### src/rtl/ex_redirect_unit.sv
// ex_redirect_unit: EX-stage branch/jump resolution.
// This unit holds the D->EX branch pipeline register, resolves the branch
// condition and target, and squashes wrong-path instructions after a redirect.
// Optional build macro: BRANCH_STATS_EN adds saturating branch/taken counters.
// Without the macro, br_count and taken_count are tied to 0.
module ex_redirect_unit #(
    parameter int unsigned XLEN         = 5,
    parameter int unsigned DATA_W       = 32,
    parameter int unsigned PC_STEP      = 1,
    parameter int unsigned FLUSH_CYCLES = 1
) (
    input  logic              clk,
    input  logic              rst,
    input  logic              stall_D,
    input  logic              D_valid,
    input  logic              D_is_branch,
    input  logic              D_is_jump,
    input  logic              D_is_jalr,
    input  logic [2:0]        D_funct3,
    input  logic [XLEN-1:0]   D_pc,
    input  logic [DATA_W-1:0] D_imm,
    input  logic [DATA_W-1:0] D_rs1_val,
    input  logic [DATA_W-1:0] D_rs2_val,
    output logic              EX_valid,
    output logic              EX_taken,
    output logic [XLEN-1:0]   EX_alt_pc,
    output logic              EX_flush,
    output logic [XLEN-1:0]   EX_link_pc,
    output logic [15:0]       br_count,
    output logic [15:0]       taken_count
);

    localparam int unsigned KILL_W = 2;
    localparam int unsigned CNT_W  = 16;

    logic              ex_valid_q;
    logic              ex_branch_q;
    logic              ex_jump_q;
    logic              ex_jalr_q;
    logic [2:0]        ex_funct3_q;
    logic [XLEN-1:0]   ex_pc_q;
    logic [DATA_W-1:0] ex_imm_q;
    logic [DATA_W-1:0] ex_rs1_q;
    logic [DATA_W-1:0] ex_rs2_q;
    logic [KILL_W-1:0] kill_cnt;

    logic              cond_c;
    logic              taken_c;
    logic [DATA_W-1:0] pc_sum_c;
    logic [DATA_W-1:0] jalr_sum_c;
    logic [XLEN-1:0]   alt_pc_c;
    logic              unused_sum_bits;

    // EX register: redirect beats stall, stall beats the kill window
    always_ff @(posedge clk or posedge rst) begin
        if (rst) begin
            ex_valid_q  <= 1'b0;
            ex_branch_q <= 1'b0;
            ex_jump_q   <= 1'b0;
            ex_jalr_q   <= 1'b0;
            ex_funct3_q <= '0;
            ex_pc_q     <= '0;
            ex_imm_q    <= '0;
            ex_rs1_q    <= '0;
            ex_rs2_q    <= '0;
            kill_cnt    <= '0;
        end else if (taken_c) begin
            ex_valid_q <= 1'b0;
            kill_cnt   <= KILL_W'(FLUSH_CYCLES);
        end else if (stall_D) begin
            ex_valid_q <= 1'b0;
        end else if (kill_cnt != '0) begin
            ex_valid_q <= 1'b0;
            kill_cnt   <= kill_cnt - KILL_W'(1);
        end else begin
            ex_valid_q  <= D_valid;
            ex_branch_q <= D_is_branch;
            ex_jump_q   <= D_is_jump;
            ex_jalr_q   <= D_is_jalr;
            ex_funct3_q <= D_funct3;
            ex_pc_q     <= D_pc;
            ex_imm_q    <= D_imm;
            ex_rs1_q    <= D_rs1_val;
            ex_rs2_q    <= D_rs2_val;
        end
    end

    // Branch condition evaluation on the captured operands
    always_comb begin
        cond_c = 1'b0;
        case (ex_funct3_q)
            3'b000:  cond_c = (ex_rs1_q == ex_rs2_q);
            3'b001:  cond_c = (ex_rs1_q != ex_rs2_q);
            3'b100:  cond_c = ($signed(ex_rs1_q) <  $signed(ex_rs2_q));
            3'b101:  cond_c = ($signed(ex_rs1_q) >= $signed(ex_rs2_q));
            3'b110:  cond_c = (ex_rs1_q <  ex_rs2_q);
            3'b111:  cond_c = (ex_rs1_q >= ex_rs2_q);
            default: cond_c = 1'b0;
        endcase
    end

    // Target adders; only the low XLEN bits reach the fetch PC
    assign pc_sum_c   = DATA_W'(ex_pc_q) + ex_imm_q;
    assign jalr_sum_c = ex_rs1_q + ex_imm_q;
    assign unused_sum_bits = ^{pc_sum_c, jalr_sum_c};

    assign taken_c = ex_valid_q & (ex_jump_q | ex_jalr_q | (ex_branch_q & cond_c));

    // Redirect target with jalr > jump > branch precedence
    always_comb begin
        alt_pc_c = '0;
        if (taken_c) begin
            if (ex_jalr_q) begin
                alt_pc_c = jalr_sum_c[XLEN-1:0];
            end else begin
                alt_pc_c = pc_sum_c[XLEN-1:0];
            end
        end
    end

    assign EX_valid   = ex_valid_q;
    assign EX_taken   = taken_c;
    assign EX_flush   = taken_c;
    assign EX_alt_pc  = alt_pc_c;
    assign EX_link_pc = ex_pc_q + XLEN'(PC_STEP);

`ifdef BRANCH_STATS_EN
    logic [CNT_W-1:0] br_cnt_q;
    logic [CNT_W-1:0] taken_cnt_q;

    // Saturating statistics for resolved and taken control transfers
    always_ff @(posedge clk or posedge rst) begin
        if (rst) begin
            br_cnt_q    <= '0;
            taken_cnt_q <= '0;
        end else begin
            if (ex_valid_q && (ex_branch_q || ex_jump_q || ex_jalr_q) &&
                (br_cnt_q != {CNT_W{1'b1}})) begin
                br_cnt_q <= br_cnt_q + CNT_W'(1);
            end
            if (taken_c && (taken_cnt_q != {CNT_W{1'b1}})) begin
                taken_cnt_q <= taken_cnt_q + CNT_W'(1);
            end
        end
    end

    assign br_count    = br_cnt_q;
    assign taken_count = taken_cnt_q;
`else
    assign br_count    = '0;
    assign taken_count = '0;
`endif

endmodule

### config.mk
export PLATFORM = sky130hd
export DESIGN_NAME = ex_redirect_unit
export DESIGN_NICKNAME = d
export VERILOG_FILES = /design/src/rtl/ex_redirect_unit.sv
export SDC_FILE = /design/constraint.sdc
export NUM_CORES = 1
export LEC_CHECK = 0
export CAP_MARGIN = 40
export CORE_MARGIN = 3
export CORE_UTILIZATION = 51
export DETAILED_ROUTE_END_ITERATION = 7
export PLACE_DENSITY = 0.95
export SLEW_MARGIN = 20
export SYNTH_ARGS = -nofsm -noshare
export SYNTH_HDL_FRONTEND = slang
export SYNTH_SLANG_ARGS = --single-unit
### constraint.sdc
create_clock -name clk -period 6.59 [get_ports clk]
set_clock_uncertainty 0.1 [all_clocks]
set_input_delay 0.9885 -clock clk [delete_from_list [all_inputs] [get_ports clk]]
set_output_delay 0.9885 -clock clk [all_outputs]
set_load 0.02 [all_outputs]
Word-level counts from Yosys, hierarchy flattened

Index checks and enable logic that the tools add are counted.

Bits in registers: 83
Bits in latches: 0
Memory bits (writable): 0
Bits in read-only memories: 0
Input bits: 111
Output and inout port bits: 45
Logic and storage cells: 47
Memories kept: 0

$add $sub $neg: 4
Multipliers: 0
Divide/modulo/power cells: 0
Order comparisons: 4
Equal/unequal tests: 8
Shift operators: 0
Mux-type cells: 9
Bitwise gates (word level): 7
Reduce and logical (&&, ||, !) cells: 5

Operator list:

| cell                                                                   | count |
|---|---|
| 32-bit >= comparator                                                   | 2 |
| 32-bit < comparator                                                    | 2 |
| 32-bit equality test                                                   | 1 |
| 32-bit != test                                                         | 1 |
| 3-bit equality test (second input constant)                            | 4 |
| 5-bit adder                                                            | 2 |
| 5-bit two-way mux                                                      | 2 |
| 2-bit two-way mux                                                      | 3 |
| 1-bit case mux with 6 select lines                                     | 1 |
| 5-bit by 1-bit adder with 5-bit output (second input constant)         | 1 |
| 2-bit nonzero test                                                     | 2 |
| 3-bit by 1-bit equality test with 1-bit output (second input constant) | 1 |
| 3-bit logical NOT                                                      | 1 |
| 1-bit two-way mux                                                      | 3 |
| 1-bit NOT                                                              | 3 |
| 3-bit AND reduction                                                    | 1 |
| 1-bit bitwise AND                                                      | 2 |
| 2-bit by 1-bit != test with 1-bit output (second input constant)       | 1 |
| 1-bit OR                                                               | 2 |
| 2-bit AND reduction                                                    | 1 |
| 2-bit by 1-bit subtractor with 2-bit output (second input constant)    | 1 |

Depth between registers and ports, before layout

Gate-level depths: netlist (run 1).

Depth after elaboration: 7
Mapped depth: 12

Worst setup path before layout (run 1)

No wires, ideal clock.

Path kind: register to output
Start: reg ex_rs1_q[31]
End: out EX_alt_pc[0]
Arrival: 2610 ps
Data required time: 5501 ps
Slack: 2891 ps
Cell stages (with the launch flop): 11
Buffers on the path: 0
Cells stage by stage: dfrtp_1 > ha_1 > nand4_2 > nor4_4 > o21ai_1 > nor2_4 > nor3b_2 > o31ai_1 > o21ai_1 > inv_1 > and2_1

Cells in the longest elaborated chain, start to end: 6
Elaborated cells on any way between the ends: 11

Ends and longest elaborated chain:

| item                                               | RTL line | text |
|---|---|---|
| start: declaration                                 | 43       | `logic [DATA_W-1:0] ex_rs1_q;` |
| start signal: assignment                           | 83       | `ex_rs1_q <= D_rs1_val;` |
| 32-bit >= comparator, or another cell as far along | 97       | `3'b111: cond_c = (ex_rs1_q >= ex_rs2_q);` |
| 1-bit case mux with 6 select lines *               | 91       | `case (ex_funct3_q)` |
| 1-bit bitwise AND *                                | 107      | `assign taken_c = ex_valid_q & (ex_jump_q \| ex_jalr_q \| (ex_branch_q & cond_c));` |
| 1-bit OR *                                         | 107      |  |
| 1-bit bitwise AND *                                | 107      |  |
| named net EX_flush                                 | 27       | `output logic EX_flush,` |
| 5-bit two-way mux *                                | 112      | `if (taken_c) begin` |
| end: declaration                                   | 26       | `output logic [XLEN-1:0] EX_alt_pc,` |

Mark *: on every way through the listed nets, which the timed path passes. The rest lies on a longest branch.

Final worst setup path (run 1)

Start: reg ex_rs1_q[31]
End: out EX_alt_pc[0]

Cells in the longest elaborated chain, start to end: 6
Elaborated cells on any way between the ends: 11

Ends and longest elaborated chain:

| item                                               | RTL line |
|---|---|
| 32-bit >= comparator, or another cell as far along | 97 |
| 1-bit case mux with 6 select lines *               | 91 |
| 1-bit bitwise AND *                                | 107 |
| 1-bit OR *                                         | 107 |
| 1-bit bitwise AND *                                | 107 |
| 5-bit two-way mux *                                | 112 |

Mark *: on every way between the ends. The rest lies on a longest branch, timed or not.

==> results of run 1 <==
[cell families (layout without fill, tap and decap cells)]
family / count (synthesis) / after routing / share of synthesized area [%]
AO/OA/AOI/OAI: 50 / 50 / 6.98
XOR/XNOR: 8 / 8 / 1.43
adder cells (fa/ha/maj): 39 / 39 / 10.1
buffers and inverters: 84 / 157 / 9.82
flip-flops: 83 / 83 / 42.4
multiplexers: 81 / 81 / 21.7
other: 1 / 32 / 0.0766
AND/OR/NAND/NOR: 65 / 65 / 7.47
[sequential cells by signal (all words and copies together), names as in the netlist]
| signal | flops |
|---|---|
| ex_rs2_q | 32 |
| EX_valid | 1 |
| ex_branch_q | 1 |
| kill_cnt | 2 |
| ex_jalr_q | 1 |
| ex_rs1_q | 32 |
| ex_jump_q | 1 |
| ex_funct3_q | 3 |
| ex_pc_q | 5 |
| ex_imm_q | 5 |
[final cells by class]
type	count	area [um2]	share of cell area, %
inverter	42	159	2.62
timing repair buffer	100	1010	16.6
multi-input combinational	275	2460	40.5
clock inverter	5	78.8	1.30
clock buffer	10	128	2.10
sequential	83	2080	34.2
tap	129	161	2.66
[per-layer routing]
metal | track usage, % | vias to the layer above | routed length, um
met5 | 0 | - | 0
met4 | 5.98 | 0 | 134
met3 | 4.59 | 14 | 593
met2 | 33.7 | 111 | 5190
met1 | 23.2 | 1623 | 4130
li1 | - | 1564 | -
[power by group]
| part | internal, mW | switching [mW] | total (mW) |
|---|---|---|---|
| clock | 0.211 | 0.179 | 0.390 |
| sequential | 0.772 | 0.180 | 0.953 |
| combinational | 0.835 | 0.733 | 1.57 |
| total | 1.82 | 1.09 | 2.91 |
[cells in the final DEF, fill, tap and decap left out, types with 3 or more instances in the layout]
| master | n |
|---|---|
| mux2_4 | 40 |
| xor2_1 | 3 |
| o21a_1 | 3 |
| nand2_1 | 19 |
| a21o_1 | 4 |
| nand4_1 | 7 |
| ha_1 | 38 |
| buf_4 | 3 |
| clkdlybuf4s50_1 | 96 |
| clkinv_2 | 3 |
| and2_1 | 5 |
| o221ai_1 | 3 |
| dfrtp_1 | 83 |
| nor3_1 | 3 |
| clkbuf_8 | 9 |
| a21oi_1 | 18 |
| nand3_1 | 5 |
| xnor2_1 | 5 |
| nor2_1 | 10 |
| mux2_2 | 39 |
| o21ai_0 | 6 |
| inv_1 | 41 |
| conb_1 | 32 |
[per-stage QoR]
stage	hold WS, ns	worst slack (ns)
5_1_grt	0.425	1.28
4_1_cts	0.410	1.49
3_3_place_gp	0.373	1.96
6_report	0.406	1.52
3_5_place_dp	0.390	1.88
2_1_floorplan	0.357	2.89
[worst paths after layout]
kind | from | to | slack [ns] | cells past startpoint
worst max register to register | ex_rs1_q[31]$_DFFE_PP0P_ | ex_rs1_q[29]$_DFFE_PP0P_ | 3.01 | 10
worst max-delay path | ex_rs1_q[31]$_DFFE_PP0P_ | EX_alt_pc[0] | 1.52 | 11
max in group asynchronous | rst | ex_rs1_q[12]$_DFFE_PP0P_ | 4.81 | 4
worst min register to register | ex_jump_q$_DFFE_PP0P_ | ex_jump_q$_DFFE_PP0P_ | 0.41 | 2
min in group asynchronous | rst | ex_rs2_q[31]$_DFFE_PP0P_ | 0.97 | 3
worst min-delay path | ex_jump_q$_DFFE_PP0P_ | ex_jump_q$_DFFE_PP0P_ | 0.41 | 2
[worst min-delay path, stage by stage (launching register included)]
cell,delay [ns]
dfrtp_1,0.35
nand2_1,0.06
o221ai_1,0.06
==> out/qor.csv, run 1 <==
metric;value;unit
status;finished, final reports clean;
cells after synthesis;411;
Crit Path Class;reg -> out;
via count;3312;
I/O pins;156;
Num CTS Buffers;9;
post-synthesis cell type count;52;
initial antenna violation count;0;
clock sink count;83;
# setup viols final;0;
DRT Pass-1 Iters;4;
fin util;65.4;%
Rows;35;
overall power;2.91;mW
fmax;197;MHz
gp weighted congestion;0.791;
setup TNS;0;ns
max cap viols;0;
Post-synth top flop;dfrtp_1;
share of the synthesized area in the top cell type;42.4;%
starting density of the core;52.7;%
WL final;10000;um
most instantiated library cell after synthesis;dfrtp_1;
CTS tree;yes;
Critical Path Max Stage Delay;0.53;ns
Startpoint Class;flop;
placed insts;629;
grt ovf;0;
GRT Total Usage;19.1;%
Yosys warnings;0;
Min Clock Period, post-route;5.07;ns
Slew Limit Fails;0;
RSZ-0062 raised after global routing;no;
crit share post-route;76.9;%
critical-path cell with the highest stage delay;clkdlybuf4s50_1;
# nets final;661;
area of the core;9280;um2
Syn Area/Cell;11.9;um2
WL per Instance;15.6;um
share of cells above drive strength 1;21.0;%
CTS Root Buffer Type;clkbuf_8;
largest net degree at the start of global routing;50;
area growth from synthesis to layout;24.1;%
Least-Margin Pin Slew;0.756;ns
crit path DAT;3.98;ns
Crit path max-delay family;simple AND/OR/NAND/NOR gates;
final hold violation count;0;
Remaining DRCs;0;
H-tree depth;3;
first-pass GRT wire length;16900;um
placed inst area;5870;um2
worst vdd ir;0.000288;V
die area;10800;um2
Bufs on Longest Clock Path;2;
Max transition margin;49.0;%
Cell Chain, Critical Path;ha_1, nand4_2, nor4_4, a32oi_1, nand3_2, o22ai_1, and3b_1, o21ai_1, inv_1, and2_1, clkdlybuf4s50_1;
post-route cell area;6070;um2
die span in x;104;um
clk_lat worst skew;0.34;ns
hpwl dp;7760;um
# fillers;707;
Hold Buf Count CTS;0;
flop and latch count out of synthesis;83;
DIE HEIGHT;104;um
post-CTS setup buffers;0;
pwr dens;479;nW/um2
leading area contributor after synthesis;dfrtp_1;
Worst Setup End Kind;primary output;
cell leakage power;2.83;nW
Diodes inserted;0;
non-filler cells, final;644;
Seq/Total Area, Yosys;42.4;%
Clock Pin Slew Worst Setup and Hold Paths;0.09;ns
maximum fanout along the worst path;6;
share of synthesized registers carrying an async set or reset;100;%
commonest cells in the netlist;dfrtp_1, inv_1, mux2_4;
Cell Area, Synth;4890;um2
worst path required time;5.50;ns
PostCTS Resize Cnt;0;
vias in the first global route;3530;
CP Buf/Inv Count;2;
HP Class;reg -> reg;
Post-synth EDFFs;0;
Synth area leaders;dfrtp_1, mux2_4, ha_1, mux2_2, buf_4;
initial DRC count;94;
port bufs;96;
DR vias/cell;5.14;
ANT nets after route;0;
Power figures use the tool's default switching activity.
==> run 2: changes to the inputs <==
- CORE_UTILIZATION: 51 -> 47
- PLACE_DENSITY: 0.95 -> 0.93
- clock period: 6.59 -> 5.1 ns (I/O delays scaled with it)
==> run 2 against run 1 <==
Compared with the run above: combinational power rose by 29%; first-iteration DRC count grew 46%; largest cell class unchanged; critical path type unchanged; cell area grew 0.14%.
==> out/qor.csv, run 2 (synthesized netlist as in run 1, its figures left out) <==
metric;value;unit
status;finished, final reports clean;
Worst Min Path Start;ex_jump_q$_DFFE_PP0P_;
maximum fanout along the worst path;6;
Num CTS Buffers;9;
Hold Path End;ex_jump_q$_DFFE_PP0P_;
post-route cell area;6080;um2
PostCTS Resize Cnt;0;
Bufs on Longest Clock Path;2;
commonest non-fill, non-tap cell in the layout;clkdlybuf4s50_1;
overall power;3.80;mW
setup TNS;0;ns
register-to-register setup slack;1.44;ns
gp weighted congestion;0.845;
path depth of the worst reg2reg path;10;
H-tree depth;3;
Crit Path Class;reg -> out;
Worst Setup End Kind;primary output;
crit share post-route;94.0;%
CP Buf/Inv Count;2;
Hold Buf Count CTS;0;
Startpoint Class;flop;
RSZ-0062 raised after global routing;no;
max cap viols;0;
HP Class;reg -> reg;
Int Pwr;2.40;mW
hpwl dp;7870;um
Least-Margin Pin Slew;0.740;ns
die area;11700;um2
post-CTS setup buffers;0;
Rows;36;
Crit path max-delay family;simple AND/OR/NAND/NOR gates;
Max transition margin;50.0;%
WL final;10200;um
starting density of the core;49.2;%
Hold Path Stages;2;
first-pass GRT wire length;16500;um
# fillers;790;
GRT Total Usage;18.1;%
# setup viols final;0;
vias in the first global route;3460;
DIE HEIGHT;108;um
area of the multi-input gates;2460;um2
cell leakage power;2.83;nW
largest net degree at the start of global routing;46;
die span in x;108;um
clock sink count;83;
placed inst area;5850;um2
Clock Pin Slew Worst Setup and Hold Paths;0.08;ns
Crit Reg-Reg Endpoint;ex_rs1_q[14]$_DFFE_PP0P_;
I/O pins;156;
worst vdd ir;0.000407;V
crit path DAT;3.93;ns
via count;3259;
CTS Root Buffer Type;clkbuf_8;
area of the core;9950;um2
Reg area;2080;um2
DRT Pass-1 Iters;4;
share of cells above drive strength 1;21.0;%
Min Clock Period, post-route;4.79;ns
final hold slack;0.407;ns
Remaining DRCs;0;
clk_lat worst skew;0.35;ns
most frequent cells in the layout;clkdlybuf4s50_1, dfrtp_1, inv_1, mux2_4, mux2_2;
pwr dens;625;nW/um2
final hold violation count;0;
Psw;1.41;mW
DR vias/cell;5.03;
Logic pwr share;53.2;%
fin util;61.1;%
Switching Fraction;37.0;%
ANT nets after route;0;
grt ovf;0;
initial DRC count;137;
Slew Limit Fails;0;
Critical Path Max Stage Delay;0.60;ns
reg2reg start;ex_rs1_q[31]$_DFFE_PP0P_;
# nets final;660;
biggest regs;ex_rs1_q (32), ex_rs2_q (32);
worst path required time;4.24;ns
Diodes inserted;0;
CTS tree;yes;
fmax;209;MHz
area growth from synthesis to layout;24.3;%
clock power share;14.4;%
Cell Chain, Critical Path;ha_1, nand4_2, nor4_4, a32oi_1, nand3_2, nor3b_2, o31ai_1, o21ai_1, inv_1, and2_1, clkdlybuf4s50_1;
critical-path cell with the highest stage delay;clkdlybuf4s50_1;
WL per Instance;15.7;um
Flop pwr share;32.4;%
port bufs;96;
initial antenna violation count;0;
==> run 2: cell count changes in the layout (fill, tap and decap cells not counted) <==
cell	previous run	this run
buf_16	1	0
clkbuf_8	9	12
clkinv_2	3	1
==> run 2: worst register-to-register path, delay by kind of cell (launching register included) <==
| family | cells | cell delay, ns |
|---|---|---|
| compound gates | 4 | 0.74 |
| fa+ha+maj | 1 | 0.39 |
| buf+inv | 1 | 0.58 |
| flops | 1 | 0.40 |
| mux | 1 | 0.45 |
| simple gates | 3 | 0.89 |
==> run 2: worst max-delay path by stage <==
stage                     slack (ns)                     start           end  cells past startpoint
after floorplan                 1.62  ex_rs1_q[31]$_DFFE_PP0P_  EX_alt_pc[0]                     10
after global placement          0.82  ex_rs1_q[31]$_DFFE_PP0P_  EX_alt_pc[0]                     11
after detailed placement        0.70  ex_rs1_q[31]$_DFFE_PP0P_  EX_alt_pc[0]                     11
after CTS                       0.28  ex_rs1_q[31]$_DFFE_PP0P_  EX_alt_pc[0]                     11
after global routing            0.07  ex_rs1_q[31]$_DFFE_PP0P_  EX_alt_pc[0]                     11
final                           0.31  ex_rs1_q[31]$_DFFE_PP0P_  EX_alt_pc[0]                     11
==> run 2: cell type report <==
class                      count  share of cell area [%]
multi-input combinational    275                    40.4
sequential                    83                    34.1
timing repair buffer          99                    16.2
clock buffer                  13                    2.78
tap                          133                    2.74
inverter                      42                    2.61
clock inverter                 3                    1.13
==> run 2: layer usage <==
layer	GRT usage, %	wire length [um]
met2	30.9	5100
met3	4.78	671
met1	22.5	4230
met5	0	0
met4	5.77	151
==> run 2: per-stage QoR <==
| step | cells | setup WS [ns] |
|---|---|---|
| global route | 648 | 0.0722 |
| global placement | 632 | 0.823 |
| floorplan | 442 | 1.62 |
| CTS | 648 | 0.275 |
| finish | 648 | 0.308 |
| detailed placement | 632 | 0.704 |
==> run 2: power by group through the flow <==
stage / Clock [mW] / Combinational [mW] / Sequential, mW
2_1_floorplan: 0 / 1.62 / 1.16
3_5_place_dp: 0 / 2.02 / 1.24
3_3_place_gp: 0 / 1.92 / 1.22
5_1_grt: 0.598 / 2.24 / 1.28
6_report: 0.547 / 2.02 / 1.23
4_1_cts: 0.568 / 2.04 / 1.23
==> run 3: changes to the inputs <==
- CORE_ASPECT_RATIO: not set -> 0.75
==> run 3 against run 2 <==
Compared with the run above: sequential power barely moved; sequential share of layout area fell by 0.42 points; maximum frequency fell by 0.73%; first-iteration DRC count rose by 28%; utilization rose by 1.2 points; setup slack got worse by 0.035 ns; cell count fell by 0.31%; via count fell by 0.80%; clock power rose by 16%; combinational power barely moved; critical path type unchanged; highest routed layer unchanged.
==> out/qor.csv, run 3 (synthesized netlist as in run 1, its figures left out) <==
metric;value;unit
final hold slack;0.411;ns
worst vdd ir;0.000359;V
# setup viols final;0;
Crit Path Class;reg -> out;
I/O pins;156;
H-tree depth;3;
post-route cell area;6160;um2
# nets final;661;
port bufs;96;
non-filler cells, final;646;
overall power;3.88;mW
WL final;10100;um
WL per Instance;15.7;um
CTS tree;yes;
Clock Pin Slew Worst Setup and Hold Paths;0.06;ns
Num CTS Buffers;9;
Worst Setup Slack, final;0.273;ns
vias in the first global route;3336;
worst path required time;4.24;ns
crit share post-route;94.7;%
area of the core;9890;um2
initial antenna violation count;0;
Rows;31;
fin util;62.3;%
Min Clock Period, post-route;4.83;ns
clock power share;16.4;%
post-CTS setup buffers;0;
crit path DAT;3.96;ns
ANT nets after route;0;
Switching Fraction;36.5;%
placed insts;631;
commonest non-fill, non-tap cell in the layout;clkdlybuf4s50_1;
die area;11700;um2
PostCTS Resize Cnt;0;
max cap viols;0;
Int Pwr;2.47;mW
via count;3233;
biggest regs;ex_rs1_q (32), ex_rs2_q (32);
most frequent cells in the layout;clkdlybuf4s50_1, dfrtp_1, inv_1, mux2_4, mux2_2;
Psw;1.42;mW
Hold Buf Count CTS;0;
area growth from synthesis to layout;25.9;%
CTS Root Buffer Type;clkbuf_16;
largest net degree at the start of global routing;46;
DIE HEIGHT;94.4;um
cell leakage power;2.86;nW
Max transition margin;37.8;%
die span in x;124;um
Least-Margin Pin Slew;0.921;ns
DR vias/cell;5.00;
Slew Limit Fails;0;
hpwl dp;7740;um
fmax;207;MHz
clock sink count;83;
starting density of the core;49.5;%
gp weighted congestion;0.889;
RSZ-0062 raised after global routing;no;
placed inst area;5860;um2
share of cells above drive strength 1;20.8;%
first-pass GRT wire length;16400;um
maximum fanout along the worst path;6;
Diodes inserted;0;
setup TNS;0;ns
Flop pwr share;31.9;%
final hold violation count;0;
worst slack at placement;0.680;ns
initial DRC count;176;
Remaining DRCs;0;
Worst Setup End Kind;primary output;
GRT Total Usage;18.0;%
Bufs on Longest Clock Path;2;
grt ovf;0;
clk_lat worst skew;0.33;ns
DRT Pass-1 Iters;6;
Logic pwr share;51.7;%
pwr dens;631;nW/um2
HP Class;reg -> reg;
Startpoint Class;flop;
status;finished, final reports clean;
[run 3: routing by layer]
metal	track usage, %	vias up	share of wire (%)
li1	-	1563	-
met1	24.5	1560	46
met2	28.8	101	47
met3	4.67	9	5.9
met4	4.24	0	0.83
met5	0	-	0
[run 3: layout make-up]
class / count / area [um2]
Tap cell: 132 / 165
Clock buffer: 11 / 243
Inverter: 42 / 159
Timing Repair Buffer: 100 / 1020
Clock inverter: 3 / 40.0
Sequential cell: 83 / 2080
Multi-Input combinational cell: 275 / 2460
Fill cell: 769 / 3730
[run 3: critical path: stages, from the launching register on]
cell             delay, ns
dfrtp_1               0.35
inv_1                 0.05
ha_1                  0.30
nand4_1               0.24
nor4_4                0.51
a32oi_1               0.26
nand3_2               0.17
nor3b_2               0.09
o31ai_1               0.44
o21ai_1               0.26
inv_1                 0.19
and2_1                0.16
clkdlybuf4s50_1       0.60
[run 3: path summary, 6_finish.rpt]
kind / from / cells past startpoint / end / slack, ns
setup / recovery: ex_rs2_q[27]$_DFFE_PP0P_ / 12 / EX_alt_pc[1] / 0.27
hold / removal: ex_rs2_q[14]$_DFFE_PP0P_ / 1 / ex_rs2_q[14]$_DFFE_PP0P_ / 0.41
setup reg to reg: ex_rs2_q[27]$_DFFE_PP0P_ / 11 / ex_rs1_q[13]$_DFFE_PP0P_ / 1.26
hold reg to reg: ex_rs2_q[14]$_DFFE_PP0P_ / 1 / ex_rs2_q[14]$_DFFE_PP0P_ / 0.41
max in group asynchronous: rst / 4 / ex_rs1_q[24]$_DFFE_PP0P_ / 3.33
min in group asynchronous: rst / 2 / ex_rs2_q[22]$_DFFE_PP0P_ / 0.55
[run 3: power by group through the flow]
stage,Clock (mW),Combinational [mW],Sequential [mW]
3_3_place_gp,0,1.93,1.23
2_1_floorplan,0,1.62,1.16
6_report,0.636,2.01,1.24
3_5_place_dp,0,2.01,1.25
5_1_grt,0.681,2.24,1.28
4_1_cts,0.652,2.03,1.24
